==> src/rtl/store_drain_buffer.sv <==
// store_drain_buffer: in-order FIFO between retire and the data-memory write
// port. Each retired store is captured into a slot and drained over a
// mem_req/mem_gnt handshake. Write data and byte enables are lane-shifted by
// addr[2:0]. Optional store-to-load forwarding search: define STORE_FWD_EN.

package store_drain_pkg;
  // Retired LSQ entry; only addr and data are consumed by the drain buffer.
  typedef struct packed {
    logic [63:0] addr;
    logic [63:0] data;
    logic [7:0]  rob_id;
  } lsq_entry;
endpackage

// One buffered store. Payload is never reset: validity is tracked by the
// head pointer and occupancy count in the parent.
module sdb_slot #(
  parameter int ADDR_W = 64,
  parameter int DATA_W = 64
) (
  input  logic              clk,
  input  logic              wr_en,
  input  logic [ADDR_W-1:0] wr_addr,
  input  logic [DATA_W-1:0] wr_data,
  input  logic [3:0]        wr_size,
  output logic [ADDR_W-1:0] addr,
  output logic [DATA_W-1:0] data,
  output logic [3:0]        size
);
  // capture the retiring store when this slot is the tail
  always_ff @(posedge clk) begin
    if (wr_en) begin
      addr <= wr_addr;
      data <= wr_data;
      size <= wr_size;
    end
  end
endmodule

module store_drain_buffer #(
  parameter int DEPTH  = 4,
  parameter int ADDR_W = 64,
  parameter int DATA_W = 64
) (
  input  logic                      clk,
  input  logic                      reset,
  input  logic                      lsq_decrement,
  input  store_drain_pkg::lsq_entry le,
  input  logic [31:0]               le_size,
  output logic                      retire_stall,
  output logic                      mem_req,
  output logic [ADDR_W-1:0]         mem_addr,
  output logic [DATA_W-1:0]         mem_wdata,
  output logic [DATA_W/8-1:0]       mem_be,
  input  logic                      mem_gnt,
  output logic                      empty,
  output logic [$clog2(DEPTH):0]    count
`ifdef STORE_FWD_EN
  ,
  input  logic [ADDR_W-1:0]         fwd_addr,
  output logic                      fwd_hit,
  output logic [DATA_W-1:0]         fwd_data
`endif
);
  localparam int PTR_W = $clog2(DEPTH);
  localparam int CNT_W = PTR_W + 1;
  localparam int BE_W  = DATA_W / 8;
  localparam int MW    = 2 * BE_W;

  typedef enum logic [0:0] {IDLE, REQ} state_t;

  state_t                         state;
  logic [PTR_W-1:0]               rd_ptr, wr_ptr, ld_idx;
  logic                           push, pop;
  logic [DEPTH-1:0]               slot_we;
  logic [DEPTH-1:0][ADDR_W-1:0]   slot_addr;
  logic [DEPTH-1:0][DATA_W-1:0]   slot_data;
  logic [DEPTH-1:0][3:0]          slot_size;
  logic [ADDR_W-1:0]              ld_addr;
  logic [DATA_W-1:0]              ld_wdata;
  logic [BE_W-1:0]                ld_be;
  logic                           unused_le;

  assign unused_le = ^le.rob_id;

  // Byte enables: size-byte mask shifted to the lane offset; bytes past the
  // doubleword are simply dropped by the truncation.
  function automatic logic [BE_W-1:0] fmt_be(input logic [2:0] off, input logic [3:0] sz);
    logic [MW-1:0] m;
    m = (MW'(1) << sz) - MW'(1);
    m = m << off;
    return m[BE_W-1:0];
  endfunction

  function automatic logic [DATA_W-1:0] fmt_data(input logic [DATA_W-1:0] d, input logic [2:0] off);
    return d << {off, 3'b000};
  endfunction

  // Loads retiring (size 0) never occupy a slot. Full is guarded by the stall.
  assign push         = lsq_decrement && (le_size != 32'd0) && !retire_stall;
  assign pop          = mem_req && mem_gnt;
  assign retire_stall = (count == CNT_W'(DEPTH));
  assign empty        = (count == '0);
  assign slot_we      = push ? (DEPTH'(1) << wr_ptr) : '0;

  for (genvar i = 0; i < DEPTH; i++) begin : g_slot
    sdb_slot #(.ADDR_W(ADDR_W), .DATA_W(DATA_W)) u_slot (
      .clk     (clk),
      .wr_en   (slot_we[i]),
      .wr_addr (le.addr[ADDR_W-1:0]),
      .wr_data (le.data[DATA_W-1:0]),
      .wr_size (le_size[3:0]),
      .addr    (slot_addr[i]),
      .data    (slot_data[i]),
      .size    (slot_size[i])
    );
  end

  // IDLE presents the head; a granted REQ presents the entry behind it.
  assign ld_idx   = (state == IDLE) ? rd_ptr : rd_ptr + PTR_W'(1);
  assign ld_addr  = {slot_addr[ld_idx][ADDR_W-1:3], 3'b000};
  assign ld_be    = fmt_be(slot_addr[ld_idx][2:0], slot_size[ld_idx]);
  assign ld_wdata = fmt_data(slot_data[ld_idx], slot_addr[ld_idx][2:0]);

  // tail pointer and occupancy; push and pop in one cycle cancel out
  always_ff @(posedge clk or negedge reset) begin
    if (!reset) begin
      wr_ptr <= '0;
      count  <= '0;
    end else begin
      if (push) wr_ptr <= wr_ptr + PTR_W'(1);
      case ({push, pop})
        2'b10:   count <= count + CNT_W'(1);
        2'b01:   count <= count - CNT_W'(1);
        default: count <= count;
      endcase
    end
  end

  // drain FSM: registered request held stable until granted, then either
  // chain straight into the next stored entry or fall back to IDLE
  always_ff @(posedge clk or negedge reset) begin
    if (!reset) begin
      state     <= IDLE;
      rd_ptr    <= '0;
      mem_req   <= 1'b0;
      mem_addr  <= '0;
      mem_wdata <= '0;
      mem_be    <= '0;
    end else begin
      case (state)
        IDLE: begin
          if (count != '0) begin
            state     <= REQ;
            mem_req   <= 1'b1;
            mem_addr  <= ld_addr;
            mem_wdata <= ld_wdata;
            mem_be    <= ld_be;
          end
        end
        REQ: begin
          if (mem_gnt) begin
            rd_ptr <= rd_ptr + PTR_W'(1);
            // only entries already in the buffer chain; a same-cycle push
            // is picked up from IDLE on the following edge
            if (count > CNT_W'(1)) begin
              mem_addr  <= ld_addr;
              mem_wdata <= ld_wdata;
              mem_be    <= ld_be;
            end else begin
              state   <= IDLE;
              mem_req <= 1'b0;
            end
          end
        end
        default: state <= IDLE;
      endcase
    end
  end

`ifdef STORE_FWD_EN
  // walk oldest to youngest so the youngest full-doubleword match wins
  always_comb begin
    logic [PTR_W-1:0] idx;
    idx      = '0;
    fwd_hit  = 1'b0;
    fwd_data = '0;
    for (int k = 0; k < DEPTH; k++) begin
      idx = rd_ptr + PTR_W'(k);
      if ((CNT_W'(k) < count) && (slot_addr[idx] == fwd_addr) && (slot_size[idx] == 4'd8)) begin
        fwd_hit  = 1'b1;
        fwd_data = slot_data[idx];
      end
    end
  end
`endif

  // retire must honour retire_stall; a store arriving while full is lost
  a_no_push_full: assert property (@(posedge clk) disable iff (!reset)
    !(lsq_decrement && (le_size != 32'd0) && retire_stall));

endmodule

==> config.mk <==
export PLATFORM = sky130hd
export DESIGN_NAME = store_drain_buffer
export DESIGN_NICKNAME = d
export VERILOG_FILES = /design/src/rtl/store_drain_buffer.sv
export SDC_FILE = /design/constraint.sdc
export NUM_CORES = 1
export LEC_CHECK = 0
export ABC_CLOCK_PERIOD_IN_PS = 7050
export BUFFER_PORTS_ARGS = -buffer_cell sky130_fd_sc_hd__buf_2
export CAP_MARGIN = 15
export CELL_PAD_IN_SITES_DETAIL_PLACEMENT = 1
export CELL_PAD_IN_SITES_GLOBAL_PLACEMENT = 2
export CORE_MARGIN = 8
export CORE_UTILIZATION = 40
export CTS_BUF_LIST = sky130_fd_sc_hd__clkbuf_2 sky130_fd_sc_hd__clkbuf_4 sky130_fd_sc_hd__clkbuf_8
export DETAILED_ROUTE_END_ITERATION = 10
export PLACE_DENSITY = 0.76
export REMOVE_ABC_BUFFERS = 1
export SLEW_MARGIN = 20
export SYNTH_ARGS = -nofsm -noshare
export SYNTH_HDL_FRONTEND = slang
export SYNTH_SLANG_ARGS = --single-unit
==> constraint.sdc <==
create_clock -name clk -period 7.05 [get_ports clk]
set_clock_uncertainty 0.2 [all_clocks]
set_input_delay 0.3525 -clock clk [delete_from_list [all_inputs] [get_ports clk]]
set_output_delay 0.3525 -clock clk [all_outputs]
set_load 0.02 [all_outputs]
==> results.md <==
* Maximum root-to-sink buffer count at 3
* Wire length of the first global-routing pass at 105 mm
* Routing usage on met1 at a little under a quarter
* Static leakage at 12.4 nW
* Worst-path cell with the longest stage delay: sky130_fd_sc_hd__buf_4
* Clock transition at the register clock pins on the worst setup and hold paths after CTS at ~0.06 ns
* Layout Cells excl Fill at a little under 3000
* Count of placed standard cells including taps at 2589
* Total detailed-routing wirelength at 70.2 mm
* Cell with the most instances after synthesis: sky130_fd_sc_hd__edfxtp_1
* Type of element capturing the critical path: register
* Mean Syn Cell Area at between 15 and 20 um^2
* Floorplan die area at around 74000 um^2
* Ys Warns at 0
* Gate family responsible for the most delay along the worst path: buffers and inverters
* Ratio of routed vias to standard cells at about 5.2
* Crit path setup slack, layout at ~2.5 ns
* RSZ-0062 raised after global routing: false
* WP buf/inv at 2
* Length of the first detailed-routing pass in iterations at 7
* Cell area reported after detailed placement at between 20000 and 30000 um^2
* Area fraction of the dominant cell type after synthesis at between 60% and 70%
* Grt met3 use at roughly 4.6%
* Clock buffers created by TritonCTS at between 100 and 150
* Largest net degree at the start of global routing at around 110
* Count of flip-flops with a built-in enable after synthesis at approximately 530
* Total setup buffers inserted after CTS at 0
* Fill cell count at 6362
* Max-capacitance violation count at 0
* TritonCTS clock tree: yes
* Die Wd at between 200 and 300 um
* CTS H-Tree Depth at 3
* Growth of design area from synthesis to finish at 23.6%
* Largest stage delay, worst path at between 0.7 and 0.8 ns
* Placement-stage worst setup slack at ~2.5 ns
* Net switching power at roughly 4.8 mW
* Crit Reg-Reg Startpoint: state$_DFF_PN0_
* Setup violations, final at 0
* Capturing point of the worst reg2reg path: mem_be[7]$_DFFE_PN0P_
* Overall overflow remaining after global route at 0
* Avg WL per Cell at 23.9 um
* Synthesis-stage register bit count at 670
* Final design instance area without fill at around 33000 um^2
* Gate Count Post-Synth at 1476
* Sequential cell area fraction in the yosys report at roughly 74%
* Number of antenna violations at the first check in global routing at 13
* Power per Cell Area at a little over 400 nW/um^2
* Minimum hold slack at just over 0.08 ns
* Routed vias at around 15000
* Portion of the clock cycle consumed by the worst path in the final layout at roughly 64%
* Total track usage at 18.7%
* Area leader, netlist: sky130_fd_sc_hd__edfxtp_1
* Measured slew at the worst slew-check pin at ~1.1 ns
* Starting DRC count in detailed routing at ~860
* Critical-path cell list: nand2_4 -> xor2_4 -> buf_4 -> mux4_2 -> nand3_1 -> ha_1 -> clkinv_1 -> o211ai_1 -> nor4_2 -> o31ai_1 -> a221oi_1 -> a2111o_1
* Post-layout power at about 13 mW
* Internal power summed over all cells at just under 9 mW
* F_max at approximately 220 MHz
* Post-synth top cells: 528 x sky130_fd_sc_hd__edfxtp_1, 238 x sky130_fd_sc_hd__nand2_1, 142 x sky130_fd_sc_hd__dfrtp_1
* DRC at 0
* Number of clock sinks at between 600 and 700
* Data required time at the worst endpoint at around 7.4 ns
* Initial standard-cell utilization of the core at between 40% and 50%
* Max-slew violation total from the final report at 0
* Worst vdd rail ir drop at approximately 0.24 mV
* Top_reg_cell synth: sky130_fd_sc_hd__edfxtp_1
* Fraction of final layout cells with drive strength greater than 1 at between 30% and 40%
* Die height at approximately 270 um
* Source-to-sink clock delay at the later pin of the worst-skew pair at between 0.6 and 0.7 ns
* Number of distinct library cell variants in the gate-level netlist after synthesis at 59
* Number of gates given a new drive strength after cts at 0
* Netlist area before placement at approximately 26000 um^2
* Depth of the worst register-to-register path at 12
* Post-synth ARST share at 21.2%
* Hpwl dp at 42.0 mm
* Critical Path AT at between 4 and 5 ns
* Core Util, Final at roughly 50%
* Clk Tree Root Cell: sky130_fd_sc_hd__clkbuf_8
* Comb pwr share at a little under two fifths
* Worst max-slew margin expressed relative to the limit at 28.9%
* Gr busiest metal: met2
* Final period demand of the worst path at roughly 4.5 ns
* Total I/O pin count at approximately 310
* Number of buffer cells added on primary ports at roughly 300
* Run status: finished, final reports clean
* Final Hold Fails at 0
* Switching Share at 35.5%
* Global placement routability congestion at around 0.76
* Main area contributors after synthesis: sky130_fd_sc_hd__edfxtp_1 60%, sky130_fd_sc_hd__dfrtp_1 14%, sky130_fd_sc_hd__mux4_2 11%
* Minimum setup slack among reg-to-reg paths at roughly 2.5 ns
* Critical setup path kind: reg2reg
* Via count of the first global-routing pass at about 17000
* Critical path launch point type: register
* Number of nets with antenna violations after routing at 0
* Layout Nets at about 2200
* TNS Setup at 0 ns
* Critical path fanouts, max at 49
* Grt met2 use at a little under a third
* Site row count at between 90 and 100
* Worst min-delay path category: in2async
* Core Box Area at around 65000 um^2
* Reg power frac at 36.4%
* Clock power share at a little over a quarter
-- power groups by stage --
stage | clock network (mW) | logic (mW) | registers (mW)
finish | 3.53 | 5.04 | 4.91
floorplan | 0 | 3.23 | 5.32
global route | 3.79 | 5.48 | 4.94
global placement | 0 | 4.99 | 4.96
detailed placement | 0 | 5.06 | 4.97
CTS | 3.62 | 5.14 | 4.90
-- what timing repair did --
action	CTS	global route
hold buffers	135	0
hold endpoints to repair	619	0
setup endpoints to repair	0	0
-- final cells by class --
class | count | area (um^2) | area share (%)
Tap cell | 864 | 1080 | 3.33
Multi-Input combinational cell | 696 | 6460 | 19.9
Inverter | 30 | 113 | 0.346
Clock inverter | 48 | 415 | 1.28
Timing Repair Buffer | 464 | 3120 | 9.60
Clock buffer | 153 | 1880 | 5.78
Antenna cell | 11 | 27.5 | 0.0847
Sequential cell | 670 | 19400 | 59.7
-- registers in the layout, indices dropped and copies added (netlist names) --
name	count
mem_be	8
wr_ptr	2
mem_req	1
mem_wdata	64
state	1
g_slot.u_slot.size	16
count	3
g_slot.u_slot.addr	256
g_slot.u_slot.data	256
rd_ptr	2
mem_addr	61
-- cells in the final DEF, fill, tap and decap left out, drive strengths merged, types with 7 or more instances in the layout --
| master | count |
|---|---|
| clkbuf | 153 |
| mux2 | 17 |
| mux2i | 67 |
| nand2 | 239 |
| mux4 | 133 |
| ha | 10 |
| o211ai | 11 |
| clkinv | 36 |
| edfxtp | 528 |
| dfrtp | 142 |
| a21oi | 20 |
| a22o | 17 |
| buf | 329 |
| nor4 | 12 |
| nor2 | 46 |
| o21ai | 23 |
| xnor2 | 8 |
| dlygate4sd3 | 135 |
| a221o | 8 |
| nand3 | 20 |
| diode | 11 |
| bufinv | 7 |
| nor3 | 7 |
| a222oi | 8 |
| o221ai | 10 |
| inv | 31 |
-- worst max-delay path by stage --
stage                                     start                            endpoint  cells past startpoint
after global placement          state$_DFF_PN0_               mem_be[7]$_DFFE_PN0P_                     12
after global routing      rd_ptr[0]$_DFFE_PN0P_               mem_be[7]$_DFFE_PN0P_                     12
after floorplan            count[0]$_DFFE_PN0P_  g_slot[0].u_slot.addr[0]$_DFFE_PP_                      5
final                           state$_DFF_PN0_               mem_be[7]$_DFFE_PN0P_                     12
after CTS                       state$_DFF_PN0_               mem_be[7]$_DFFE_PN0P_                     12
after detailed placement        state$_DFF_PN0_               mem_be[7]$_DFFE_PN0P_                     12
-- metal layers --
metal	up-vias	share of wire [%]
met3	112	6.0
met2	411	50
met1	7937	42
li1	6772	-
met4	6	2.3
met5	-	0.056
-- cell families after synthesis --
logic type,share of synthesized area (%)
DFF,73.8
other,0.0143
and+or+nand+nor,5.29
muxes,14.7
xor gates and xnor gates,0.442
AOI/OAI and AO/OA,3.45
adders and majority gates,0.476
buffers and inverters,1.88
(Power assumes the default switching activity.)
